## src/rtl/i2s_master_rx_if.sv

```systemverilog
// i2s_master_rx_if: groups the I2S master receiver control, serial bus and
// received-word signals; master is the receiver side, slave the user side.
interface i2s_master_rx_if #(
  parameter int DATA_W = 16
);
  logic              enable;
  logic              sd_in;
  logic              sck;
  logic              ws;
  logic [DATA_W-1:0] l_data;
  logic [DATA_W-1:0] r_data;
  logic              recv_valid;
  logic              busy;

  modport master (
    input  enable, sd_in,
    output sck, ws, l_data, r_data, recv_valid, busy
  );

  modport slave (
    output enable, sd_in,
    input  sck, ws, l_data, r_data, recv_valid, busy
  );
endinterface

```

## src/rtl/i2s_master_rx.sv

```systemverilog
// i2s_master_rx: I2S bus master receiver. Generates SCK/WS from clk_in and
// collects one left/right word pair per frame from an external slave.
module i2s_master_rx #(
  parameter int DATA_W  = 16,
  parameter int CLK_DIV = 2
) (
  input  logic            clk_in,
  input  logic            rstn,
  i2s_master_rx_if.master bus
);
  localparam int DIV_W  = (CLK_DIV > 1) ? $clog2(CLK_DIV) : 1;
  localparam int SLOT_W = $clog2(2 * DATA_W);
  localparam logic [DIV_W-1:0]  DIV_LAST   = DIV_W'(CLK_DIV - 1);
  localparam logic [SLOT_W-1:0] SLOT_LAST  = SLOT_W'(2 * DATA_W - 1);
  localparam logic [SLOT_W-1:0] SLOT_RIGHT = SLOT_W'(DATA_W);

  typedef enum logic [2:0] {IDLE, START, RUN, DRAIN, STOP} state_t;

  state_t              state;
  logic [DIV_W-1:0]    div_cnt;
  logic [SLOT_W-1:0]   slot;
  logic [SLOT_W-1:0]   slot_next;
  logic [DATA_W-1:0]   shreg;
  logic [DATA_W-1:0]   l_hold;
  logic [DATA_W-1:0]   l_data_q;
  logic [DATA_W-1:0]   r_data_q;
  logic                sck_q;
  logic                ws_q;
  logic                recv_valid_q;
  logic                primed;
  logic                abort;
  logic                left_seen;
  logic                cap_left;
  logic                cap_pair;
  logic                tick;
  logic                rise;
  logic                fall;

  assign tick      = (div_cnt == DIV_LAST);
  assign rise      = (state != IDLE) && tick && !sck_q;
  assign fall      = (state != IDLE) && tick && sck_q;
  assign slot_next = (slot == SLOT_LAST) ? '0 : slot + 1'b1;

  // Captures are flagged on the SCK rise and committed one clk_in later, so
  // the word registers load from a shift register that already holds the LSB.
  always_ff @(posedge clk_in or negedge rstn) begin
    if (!rstn) begin
      state        <= IDLE;
      div_cnt      <= '0;
      slot         <= '0;
      shreg        <= '0;
      l_hold       <= '0;
      l_data_q     <= '0;
      r_data_q     <= '0;
      sck_q        <= 1'b0;
      ws_q         <= 1'b0;
      recv_valid_q <= 1'b0;
      primed       <= 1'b0;
      abort        <= 1'b0;
      left_seen    <= 1'b0;
      cap_left     <= 1'b0;
      cap_pair     <= 1'b0;
    end else begin
      cap_left     <= 1'b0;
      cap_pair     <= 1'b0;
      recv_valid_q <= cap_pair;
      if (cap_left) l_hold <= shreg;
      if (cap_pair) begin
        l_data_q <= l_hold;
        r_data_q <= shreg;
      end

      if (state == IDLE) begin
        div_cnt   <= '0;
        slot      <= '0;
        sck_q     <= 1'b0;
        ws_q      <= 1'b0;
        primed    <= 1'b0;
        abort     <= 1'b0;
        left_seen <= 1'b0;
        if (bus.enable) state <= START;
      end else begin
        div_cnt <= tick ? '0 : div_cnt + 1'b1;
        if (tick) sck_q <= !sck_q;
        if (rise) shreg <= {shreg[DATA_W-2:0], bus.sd_in};
        if (fall) begin
          slot <= slot_next;
          ws_q <= (slot_next >= SLOT_RIGHT);
        end
        if (rise && slot == SLOT_RIGHT) begin
          cap_left  <= 1'b1;
          left_seen <= 1'b1;
        end

        // Falls that end the bus also park the slot counter and WS at frame start.
        case (state)
          START: begin
            if (!bus.enable) abort <= 1'b1;
            if (fall) primed <= 1'b1;
            if (rise && slot == '0 && primed && bus.enable && !abort) begin
              state     <= RUN;
              cap_pair  <= 1'b1;
              left_seen <= 1'b0;
            end else if (fall && (abort || !bus.enable)) begin
              state <= IDLE;
              slot  <= '0;
              ws_q  <= 1'b0;
            end
          end
          RUN: begin
            if (rise && slot == '0) cap_pair <= 1'b1;
            if (!bus.enable) state <= DRAIN;
          end
          DRAIN: begin
            if (rise && slot == '0) begin
              cap_pair <= left_seen;
              state    <= bus.enable ? RUN : STOP;
            end else if (bus.enable) begin
              state <= RUN;
            end
          end
          STOP: begin
            if (bus.enable) begin
              state <= RUN;
            end else if (fall) begin
              state <= IDLE;
              slot  <= '0;
              ws_q  <= 1'b0;
            end
          end
          default: state <= IDLE;
        endcase
      end
    end
  end

  assign bus.sck        = sck_q;
  assign bus.ws         = ws_q;
  assign bus.l_data     = l_data_q;
  assign bus.r_data     = r_data_q;
  assign bus.recv_valid = recv_valid_q;
  assign bus.busy       = (state != IDLE);
endmodule

```

## src/flat_wrapper.sv

```systemverilog
// flat-port wrapper written by rule: the top's interface ports become plain ports
module i2s_master_rx_flat 
#(
  parameter int DATA_W  = 16,
  parameter int CLK_DIV = 2
)
  (clk_in, rstn, bus_enable, bus_sd_in, bus_sck, bus_ws, bus_l_data, bus_r_data, bus_recv_valid, bus_busy);
  i2s_master_rx_if #(.DATA_W(DATA_W)) bus_i ();
  input  logic clk_in;
  input  logic rstn;
  input wire logic [$bits(bus_i.enable)-1:0] bus_enable;
  input wire logic [$bits(bus_i.sd_in)-1:0] bus_sd_in;
  output wire logic [$bits(bus_i.sck)-1:0] bus_sck;
  output wire logic [$bits(bus_i.ws)-1:0] bus_ws;
  output wire logic [$bits(bus_i.l_data)-1:0] bus_l_data;
  output wire logic [$bits(bus_i.r_data)-1:0] bus_r_data;
  output wire logic [$bits(bus_i.recv_valid)-1:0] bus_recv_valid;
  output wire logic [$bits(bus_i.busy)-1:0] bus_busy;
  assign bus_i.enable = bus_enable;
  assign bus_i.sd_in = bus_sd_in;
  assign bus_sck = bus_i.sck;
  assign bus_ws = bus_i.ws;
  assign bus_l_data = bus_i.l_data;
  assign bus_r_data = bus_i.r_data;
  assign bus_recv_valid = bus_i.recv_valid;
  assign bus_busy = bus_i.busy;
  i2s_master_rx #(.DATA_W(DATA_W), .CLK_DIV(CLK_DIV)) u_core (.clk_in(clk_in), .rstn(rstn), .bus(bus_i));
endmodule
```

## config.mk

```make
export PLATFORM = sky130hd
export DESIGN_NAME = i2s_master_rx_flat
export DESIGN_NICKNAME = d
export VERILOG_FILES = /design/src/rtl/i2s_master_rx_if.sv /design/src/rtl/i2s_master_rx.sv /design/src/flat_wrapper.sv
export SDC_FILE = /design/constraint.sdc
export NUM_CORES = 1
export LEC_CHECK = 0
export BUFFER_PORTS_ARGS = -buffer_cell sky130_fd_sc_hd__buf_2
export CAP_MARGIN = 20
export CELL_PAD_IN_SITES_DETAIL_PLACEMENT = 0
export CELL_PAD_IN_SITES_GLOBAL_PLACEMENT = 2
export CORE_MARGIN = 2
export CORE_UTILIZATION = 35
export DETAILED_ROUTE_END_ITERATION = 10
export PLACE_DENSITY_LB_ADDON = 0.1
export SLEW_MARGIN = 10
export SYNTH_ARGS = -nofsm -noshare
export SYNTH_HDL_FRONTEND = slang
export SYNTH_SLANG_ARGS = --single-unit
```

## constraint.sdc

```tcl
create_clock -name clk_in -period 2.04 [get_ports clk_in]
set_input_delay 0.204 -clock clk_in [delete_from_list [all_inputs] [get_ports clk_in]]
set_output_delay 0.204 -clock clk_in [all_outputs]
set_load 0.02 [all_outputs]
```

==> metrics.md, run 1 <==
| Metric | Value |
|---|---|
| RSZ-0062 raised after global routing | `no` |
| Number of CTS-inserted buffers | `9` |
| Sequential cell area fraction in the yosys report | `61.5%` |
| Drc violations | `0` |
| EDFF count, synth | `0` |
| Aggregate routed wire length | `6280 µm` |
| Mean routed wirelength per cell | `16.0 µm` |
| H-tree levels | `3` |
| Routed vias/inst | `5.03` |
| Post-CTS clock slew at the launch and capture registers of the worst setup and hold paths | `0.09 ns` |
| Post-synth cell types | `42` |
| Cell type of the slowest stage on the worst timing path | `dfrtp_1` |
| Count of nets left with antenna violations after detail routing | `0` |
| Req. time, crit path | `1.84 ns` |
| CTS max path bufs | `2` |
| Largest voltage drop on the vdd net | `534 µV` |
| Internal Pwr Total | `3.67 mW` |
| Post-placement setup slack | `0.249 ns` |
| Iteration-0 DRC Markers | `42` |
| Number of standard cells after synthesis | `227` |
| Die outline area | `0.0102 mm²` |
| Latest clock arrival within the worst-skew pair | `0.34 ns` |
| Final count of negative-setup-slack endpoints | `0` |
| Placer's final routability congestion estimate | `0.729` |
| Area share of and/or/nand/nor cells after synthesis | `7.33%` |
| TritonCTS clock tree | `yes` |
| Capture point of the critical path | `bus_busy` |
| Worst R2R Path Depth | `5` |
| CP bufs+invs | `2` |
| Leak | `1.92 nW` |
| Critical path start-end classification | `reg -> out` |
| Die span in x | `101 µm` |
| Mux share of post-synthesis cell area | `22.2%` |
| Crit path from | `u_core.state[0]$_DFFE_PN0P_` |
| Hold WC Path Type | `in -> reg` |
| Layout cells sized above 1 | `47.0%` |
| Synth top area share | `61.5%` |
| Portion of total power attributed to the clock network | `20.0%` |
| Total of warnings raised by yosys | `0` |
| Critical R2R Capture | `u_core.slot[3]$_DFF_PN0_` |
| List of most frequent post-synthesis cells | `81 x dfrtp_1, 64 x mux2_2, 8 x a21oi_1` |
| Xor and xnor area share after synthesis | `0.266%` |
| Final non-filler cell total | `392` |
| Placed cell areas | `0.00364 mm²` |
| Final worst path period need | `1.92 ns` |
| Cell class contributing the biggest share of worst-path delay | `flip-flops` |
| Area leader, netlist | `dfrtp_1` |
| Number of placed cells counting well taps | `375` |
| Clock sink total | `81` |
| Synthesized area | `0.00329 mm²` |
| Worst setup slack for register-to-register paths | `0.24 ns` |
| Top_reg_cell synth | `dfrtp_1` |
| Final count of hold timing violations | `0` |
| Max Slew Vio Count | `0` |
| Effective utilization at floorplan | `35.8%` |
| Number of port buffers | `39` |
| Most repeated cell in the gate-level netlist after synthesis | `dfrtp_1` |
| Worst slew margin relative to its limit | `55.7%` |
| Power dissipated by switching net loads | `2.08 mW` |
| Synthesized Nets | `234` |
| Comb pwr share | `34.3%` |
| Vias | `1970` |
| Worst Path Arrival | `1.72 ns` |
| Portion of total power attributed to sequential cells | `45.8%` |
| CP peak stage delay | `0.50 ns` |
| Number of global-route vias before repair | `1982` |
| Post-CTS resize count | `0` |
| Maximum number of pins on one net before global-route repair | `33` |
| Total overflow reported by the global router | `0` |
| Area grow syn2layout | `16.8%` |
| HPWL after detailed placement | `4090 µm` |
| Post-Route Skew | `0.0113 ns` |
| Power per cell area | `1490 mW/mm²` |
| Number of flip-flops and latches in the synthesized netlist | `81` |
| Total global-route track usage | `13.4%` |
| Critical path startpoint category | `register` |
| First-pass GRT wire length | `10500 µm` |
| Nature of the critical path endpoint | `output pin` |
| Dominant combinational cell family by area after synthesis | `multiplexers` |
| Maximum fanout encountered on the critical timing path | `9` |
| Final-layout setup total negative slack | `0 ns` |
| Levels on crit path | `3` |
| Antenna Cells | `0` |
| Synth top area cells | `dfrtp_1 62%, mux2_2 22%, a21oi_1 1.2%` |
| Share of total power consumed by net switching | `36.1%` |
| I/O pin cnt | `40` |
| Standard cell core area | `0.00920 mm²` |
| Startpoint of the most critical register-to-register path | `u_core.slot[0]$_DFF_PN0_` |
| Outcome | `completed` |
| Achievable frequency | `0.520 GHz` |
| Worst setup slack after layout | `0.118 ns` |
| Number of max-cap violations | `0` |
| TritonRoute pass-1 iters | `4` |
| Number of antenna violations at the first check in global routing | `0` |
| Share of the clock period used by the worst path | `94.2%` |
| Final Power | `5.75 mW` |
| Number of nets in the layout | `283` |
| Height of the chip | `101 µm` |
| Actual transition at the worst max-transition pin | `0.654 ns` |
| Per-instance average area after synthesis | `14.5 µm²` |
| Buffer type at the clock tree root | `clkbuf_8` |
| Compound-gate portion of the synthesized area | `5.17%` |
| Adder-cell share of the synthesized area | `1.14%` |
| Cells along the critical path | `nor3_4 -> inv_1 -> buf_2` |
| Post-synthesis async set-or-reset flop share | `100%` |
| Post-route cell area | `0.00385 mm²` |
| Floorplan row count | `35` |
## power by group through the flow
stage          registers, mW  clock network [mW]  logic, mW
3_3_place_gp            2.67                   0       1.97
4_1_cts                 2.64                1.19       2.01
5_1_grt                 2.74                1.26       2.17
3_5_place_dp            2.67                   0       2.00
6_report                2.63                1.15       1.97
2_1_floorplan           2.76                   0       1.28
## what timing repair did
item	in CTS	in global routing
setup endpoints to repair	0	1
hold endpoints to repair	29	0
buffers inserted	0	0
hold buffers	1	0
## final cells by class
type                            count  area [µm²]
Clock buffer                       12         165
Tap cell                          111         139
Fill cell                         885        5350
Clock inverter                      4        33.8
Inverter                            5        18.8
Multi-Input combinational cell    130        1190
Sequential cell                    81        2030
Timing Repair Buffer               49         275
## kinds of logic (layout without fill, tap and decap cells)
group,after synthesis,after routing
and+or+nand+nor,36,36
AOI/OAI and AO/OA,25,25
DFF,81,81
xor gates and xnor gates,1,1
muxes,65,65
buffers and inverters,16,70
adders and majority gates,3,3
## through the flow
stage / hold WS [ns] / utilization, %
2_1_floorplan: -0.0916 / -
3_3_place_gp: 0.172 / 39.6
3_5_place_dp: 0.186 / 39.6
4_1_cts: 0.0863 / 41.8
5_1_grt: 0.0915 / 41.8
6_report: 0.0966 / 41.8
## flip-flops by register name, indices dropped and copies added (netlist names)
name / cells
u_core.bus.ws: 1
u_core.cap_pair: 1
u_core.bus.recv_valid: 1
u_core.primed: 1
u_core.div_cnt: 1
u_core.slot: 5
u_core.shreg: 16
u_core.bus.l_data: 16
u_core.cap_left: 1
u_core.l_hold: 16
u_core.bus.r_data: 16
u_core.state: 3
u_core.left_seen: 1
u_core.abort: 1
u_core.bus.sck: 1
## per-layer routing
layer / GRT usage, % / vias to the layer above / share of wire, %
met1: 19.4 / 1012 / 52
met4: 5.61 / 0 / 1.4
met3: 2.36 / 8 / 2.7
met2: 19.7 / 33 / 44
li1: - / 917 / -
met5: 0 / - / 0
## worst register-to-register path: cells and delay by family (launching register included)
family	cells	cell delay, ns
AO/OA/AOI/OAI	1	0.15
adder cells (fa/ha/maj)	2	0.45
flip-flops	1	0.43
AND/OR/NAND/NOR	2	0.69
## layout by cell type, fill, tap and decap left out, types with 2 or more instances in the layout
cell type	netlist	layout
a21oi_1	8	8
a22oi_1	3	3
a31oi_1	2	2
and3_1	2	2
buf_2	2	38
buf_4	0	10
clkbuf_8	0	12
clkinv_4	0	2
dfrtp_1	81	81
ha_1	3	3
inv_1	5	5
mux2_2	64	64
nand2_1	2	2
nand2b_1	2	2
nand3_1	2	2
nand4_1	2	2
nor2_1	6	6
nor2b_1	4	4
nor3_1	3	3
o211ai_1	2	2
o21ai_0	4	4
or4b_1	2	2
## worst min path at each step
| stage | startpoint | end | cells past startpoint |
|---|---|---|---|
| after global placement | rstn | u_core.bus.l_data[10]$_DFFE_PN0P_ | 1 |
| after detailed placement | rstn | u_core.bus.l_data[9]$_DFFE_PN0P_ | 1 |
| after CTS | bus_sd_in | u_core.shreg[0]$_DFFE_PN0P_ | 2 |
| after global routing | bus_sd_in | u_core.shreg[0]$_DFFE_PN0P_ | 2 |
| final | bus_sd_in | u_core.shreg[0]$_DFFE_PN0P_ | 2 |
| after floorplan | rstn | u_core.abort$_DFFE_PN0P_ | 0 |
No activity file was read; power rests on OpenSTA's default activity.
==> run 2: changes to the inputs <==
==> constraint.sdc (replaced) <==
create_clock -name clk_in -period 2.04 [get_ports clk_in]
set_input_delay 0.102 -clock clk_in [delete_from_list [all_inputs] [get_ports clk_in]]
set_output_delay 0.102 -clock clk_in [all_outputs]
set_load 0.02 [all_outputs]
==> run 2 against run 1 <==
Compared with the run above: worst hold slack got worse by 0.060 ns; non-clock buffer count increased by 1; clock-buffer cell count decreased by 2; clock power increased by 9%; register-to-register slack about the same; utilization increased by 0.19 points; global-route usage decreased by 0.21 points; sequential power about the same; combinational power about the same; maximum frequency increased by 5.9%; largest cell class unchanged.
==> metrics.md, run 2 (synthesis results as in run 1) <==
| Metric | Value |
|---|---|
| CP peak stage delay | `0.50 ns` |
| Drc violations | `0` |
| Post-CTS resize count | `0` |
| Critical path start-end classification | `reg -> reg` |
| Total global-route track usage | `13.2%` |
| Antenna Cells | `0` |
| Number of global-route vias before repair | `1938` |
| First-pass GRT wire length | `10300 µm` |
| CP bufs+invs | `0` |
| Die span in x | `101 µm` |
| Count of nets left with antenna violations after detail routing | `0` |
| Hold WC Path Type | `in -> reg` |
| TritonCTS clock tree | `yes` |
| Final-layout setup total negative slack | `0 ns` |
| TritonRoute pass-1 iters | `4` |
| Floorplan row count | `35` |
| Achievable frequency | `0.551 GHz` |
| Placer's final routability congestion estimate | `0.720` |
| Most used cells in the layout excluding fill and tap cells | `81 x dfrtp_1, 64 x mux2_2, 38 x buf_2` |
| Vias | `1947` |
| Number of max-cap violations | `0` |
| Height of the chip | `101 µm` |
| Post-placement setup slack | `0.235 ns` |
| RSZ-0062 raised after global routing | `no` |
| M1 WL | `3110 µm` |
| DR top layer | `met4` |
| Max Slew Vio Count | `0` |
| Share of the clock period used by the worst path | `89.0%` |
| Number of CTS-inserted buffers | `9` |
| Amount of wire on met3 after detailed routing | `208 µm` |
| Layout cells sized above 1 | `46.3%` |
| Most prevalent standard cell on the critical path | `ha_1` |
| Final worst path period need | `1.81 ns` |
| Largest voltage drop on the vdd net | `575 µV` |
| Outcome | `completed` |
| Clock sink total | `81` |
| Latest clock arrival within the worst-skew pair | `0.34 ns` |
| I/O pin cnt | `40` |
| Leak | `1.93 nW` |
| Number of antenna violations at the first check in global routing | `0` |
| Post-Route Skew | `0.00862 ns` |
| Most frequent standard cell in the layout excluding fill and tap cells | `dfrtp_1` |
| Number of setup buffers added after CTS | `0` |
| Cells along the critical path | `ha_1 -> and3_1 -> ha_1 -> or4_1 -> a22oi_1` |
| Final count of hold timing violations | `0` |
| Worst setup slack after layout | `0.225 ns` |
| Footprint of the multi-input gates | `0.00119 mm²` |
| Final count of negative-setup-slack endpoints | `0` |
| Cell class contributing the biggest share of worst-path delay | `simple AND/OR/NAND/NOR gates` |
| Maximum fanout encountered on the critical timing path | `6` |
| Power per cell area | `1520 mW/mm²` |
| HPWL after detailed placement | `4090 µm` |
| Number of nets in the layout | `284` |
| Maximum number of pins on one net before global-route repair | `36` |
| Number of filler instances in the final layout | `896` |
| Storage cell area | `0.00203 mm²` |
| Buffer type at the clock tree root | `clkbuf_8` |
| CTS max path bufs | `2` |
| Number of hold-repair buffers added at the cts stage | `2` |
| H-tree levels | `3` |
| Die outline area | `0.0102 mm²` |
| Actual transition at the worst max-transition pin | `0.648 ns` |
| Area grow syn2layout | `17.3%` |
| Worst Path Arrival | `2.07 ns` |
| Iteration-0 DRC Markers | `30` |
| Cell type of the slowest stage on the worst timing path | `or4_1` |
| Number of port buffers | `39` |
| Mean routed wirelength per cell | `15.9 µm` |
| Total length of routed met2 wires | `2810 µm` |
| Req. time, crit path | `2.30 ns` |
| Effective utilization at floorplan | `35.8%` |
| Nature of the critical path endpoint | `register` |
| Routed vias/inst | `4.97` |
| Worst slew margin relative to its limit | `56.1%` |
| Aggregate routed wire length | `6250 µm` |
| Post-CTS clock slew at the launch and capture registers of the worst setup and hold paths | `0.08 ns` |
| Standard cell core area | `0.00920 mm²` |
| Total overflow reported by the global router | `0` |
| Critical path startpoint category | `register` |
-- run 2: per-layer routing --
layer / vias up / track usage [%]
li1: 927 / -
met4: 0 / 6.55
met3: 10 / 2.98
met2: 33 / 19.4
met1: 977 / 18.3
met5: - / 0
-- run 2: worst paths after layout --
kind	from	end	slack, ns	cells past startpoint
max	u_core.slot[0]$_DFF_PN0_	u_core.slot[3]$_DFF_PN0_	0.23	5
min	bus_enable	u_core.state[2]$_DFFE_PN0P_	0.04	2
max reg2reg	u_core.slot[0]$_DFF_PN0_	u_core.slot[3]$_DFF_PN0_	0.23	5
min reg2reg	u_core.bus.l_data[8]$_DFFE_PN0P_	u_core.bus.l_data[8]$_DFFE_PN0P_	0.50	1
max in group asynchronous	rstn	u_core.bus.r_data[8]$_DFFE_PN0P_	1.08	3
min in group asynchronous	rstn	u_core.bus.r_data[9]$_DFFE_PN0P_	0.24	2
-- run 2: area by class of cell --
cell class / instances / area share [%]
Tap cell: 111 / 3.59
Clock inverter: 5 / 2.04
Inverter: 5 / 0.486
Clock buffer: 10 / 3.30
Multi-Input combinational cell: 130 / 30.8
Sequential cell: 81 / 52.4
Timing Repair Buffer: 50 / 7.38
-- run 2: power breakdown --
| part | internal (mW) | switching (mW) | total, mW | leakage, nW |
|---|---|---|---|---|
| registers | 2.17 | 0.462 | 2.63 | 1.07 |
| logic | 0.971 | 1.02 | 1.99 | 0.757 |
| clock network | 0.684 | 0.569 | 1.25 | 0.107 |
-- run 2: worst register-to-register path, delay by kind of cell (launching register included) --
kind | cells | cell delay (ns)
AOI/OAI and AO/OA | 1 | 0.16
adders and majority gates | 2 | 0.46
DFF | 1 | 0.43
and+or+nand+nor | 2 | 0.69
-- run 2: metrics by stage --
step	util, %	hold slack, ns	instances	instance area, µm²	power, mW
after floorplan	-	-0.194	227	3290	4.04
after global placement	39.6	0.0984	375	3640	4.65
after detailed placement	39.6	0.101	375	3640	4.69
after CTS	42.0	0.0244	392	3860	5.97
after global routing	42.0	0.0332	392	3860	6.27
final	42.0	0.0370	392	3860	5.87
==> run 3: changes to the inputs <==
--- a/config.mk
+++ b/config.mk
@@ -10,7 +10,7 @@
 export CELL_PAD_IN_SITES_DETAIL_PLACEMENT = 0
 export CELL_PAD_IN_SITES_GLOBAL_PLACEMENT = 2
 export CORE_MARGIN = 2
-export CORE_UTILIZATION = 35
+export CORE_UTILIZATION = 40
 export DETAILED_ROUTE_END_ITERATION = 10
 export PLACE_DENSITY_LB_ADDON = 0.1
 export SLEW_MARGIN = 10
==> run 3 against run 2 <==
Compared with the run above: critical path depth did not move; setup slack got worse by 0.025 ns; critical endpoint is now u_core.slot[2]$_DFF_PN0_; sequential share of layout area rose by 0.10 points.
==> metrics.md, run 3 (synthesis results as in run 1) <==
| Metric | Value |
|---|---|
| HPWL after detailed placement | `3810 µm` |
| Number of antenna violations at the first check in global routing | `0` |
| Iteration-0 DRC Markers | `83` |
| Area grow syn2layout | `17.1%` |
| Share of the clock period used by the worst path | `90.2%` |
| Most frequent standard cell in the layout excluding fill and tap cells | `dfrtp_1` |
| Number of max-cap violations | `0` |
| Effective utilization at floorplan | `40.7%` |
| Number of global-route vias before repair | `1924` |
| Floorplan row count | `33` |
| Most used cells in the layout excluding fill and tap cells | `81 x dfrtp_1, 64 x mux2_2, 38 x buf_2` |
| Antenna Cells | `0` |
| TritonCTS clock tree | `yes` |
| Req. time, crit path | `2.31 ns` |
| TritonRoute pass-1 iters | `4` |
| RSZ-0062 raised after global routing | `no` |
| Maximum fanout encountered on the critical timing path | `6` |
| Largest voltage drop on the vdd net | `603 µV` |
| Post-CTS clock slew at the launch and capture registers of the worst setup and hold paths | `0.08 ns` |
| Total length of routed met2 wires | `2590 µm` |
| Maximum number of pins on one net before global-route repair | `35` |
| Number of CTS-inserted buffers | `9` |
| M1 WL | `3000 µm` |
| Die span in x | `94.8 µm` |
| Placer's final routability congestion estimate | `0.777` |
| Height of the chip | `94.8 µm` |
| Latest clock arrival within the worst-skew pair | `0.35 ns` |
| Nature of the critical path endpoint | `register` |
| Standard cell core area | `0.00809 mm²` |
| Post-Route Skew | `0.0161 ns` |
| Drc violations | `0` |
| Outcome | `completed` |
| Critical path startpoint category | `register` |
| Clock sink total | `81` |
| Count of nets left with antenna violations after detail routing | `0` |
| Final count of negative-setup-slack endpoints | `0` |
| Die outline area | `0.00898 mm²` |
| Layout cells sized above 1 | `46.0%` |
| H-tree levels | `3` |
| Final-layout setup total negative slack | `0 ns` |
| Routed vias/inst | `5.15` |
| Buffer type at the clock tree root | `clkbuf_8` |
| Final count of hold timing violations | `0` |
| Actual transition at the worst max-transition pin | `0.614 ns` |
| Critical path start-end classification | `reg -> reg` |
| Worst slew margin relative to its limit | `58.4%` |
| Leak | `1.92 nW` |
| Aggregate routed wire length | `6010 µm` |
| Worst Path Arrival | `2.11 ns` |
| Number of port buffers | `39` |
| Mean routed wirelength per cell | `15.7 µm` |
| DR top layer | `met4` |
| Hold WC Path Type | `in -> reg` |
| First-pass GRT wire length | `10200 µm` |
| Achievable frequency | `0.543 GHz` |
| I/O pin cnt | `40` |
| Vias | `1971` |
| Power per cell area | `1520 mW/mm²` |
| Max Slew Vio Count | `0` |
| Final worst path period need | `1.84 ns` |
| CTS max path bufs | `2` |
| Number of nets in the layout | `281` |
| Total overflow reported by the global router | `0` |
| Final worst hold slack | `0.0202 ns` |
| Number of setup buffers added after CTS | `0` |
| Total global-route track usage | `15.2%` |
| Amount of wire on met3 after detailed routing | `286 µm` |
[run 3: power by group]
part	internal [mW]	total (mW)	switching [mW]
combinational	0.949	1.95	1.00
clock	0.688	1.28	0.590
sequential	2.17	2.63	0.466
[run 3: worst paths after layout]
check | cells past startpoint | start | slack (ns) | end
worst max-delay path | 5 | u_core.slot[0]$_DFF_PN0_ | 0.20 | u_core.slot[2]$_DFF_PN0_
min in group asynchronous | 2 | rstn | 0.20 | u_core.abort$_DFFE_PN0P_
worst min-delay path | 2 | bus_enable | 0.02 | u_core.state[2]$_DFFE_PN0P_
worst min register to register | 1 | u_core.l_hold[13]$_DFFE_PN0P_ | 0.50 | u_core.bus.l_data[13]$_DFFE_PN0P_
worst max register to register | 5 | u_core.slot[0]$_DFF_PN0_ | 0.20 | u_core.slot[2]$_DFF_PN0_
max in group asynchronous | 3 | rstn | 1.21 | u_core.bus.recv_valid$_DFF_PN0_
[run 3: layout make-up]
| cell class | count | area, µm² |
|---|---|---|
| fill | 791 | 4240 |
| timing repair buffer | 47 | 275 |
| sequential | 81 | 2030 |
| tap | 105 | 131 |
| clock inverter | 6 | 92.6 |
| multi-input combinational | 130 | 1190 |
| clock buffer | 9 | 124 |
| inverter | 5 | 18.8 |
[run 3: metal layers]
layer | vias up | global-route usage (%)
li1 | 915 | -
met1 | 997 | 21.7
met2 | 47 | 20.9
met3 | 12 | 4.23
met4 | 0 | 7.97
met5 | - | 0
[run 3: critical path, stage by stage (launching register included)]
cell and delay (ns):
dfrtp_1 0.43, ha_1 0.24, and3_1 0.18, ha_1 0.23, or4b_1 0.51, a22oi_1 0.16
[run 3: per-stage QoR]
| stage | power, mW | setup WS (ns) | cell area, µm² | utilization [%] | cells |
|---|---|---|---|---|---|
| floorplan | 4.04 | 0.319 | 3290 | - | 227 |
| global placement | 4.62 | 0.214 | 3620 | 44.7 | 366 |
| detailed placement | 4.64 | 0.222 | 3620 | 44.7 | 366 |
| CTS | 5.95 | 0.198 | 3860 | 47.7 | 383 |
| global route | 6.29 | 0.0801 | 3860 | 47.7 | 383 |
| finish | 5.86 | 0.200 | 3860 | 47.7 | 383 |
[run 3: what timing repair did]
action | in CTS | in global routing
hold endpoints to repair | 28 | 0
gates resized for setup | 0 | 0
hold buffers | 2 | 0
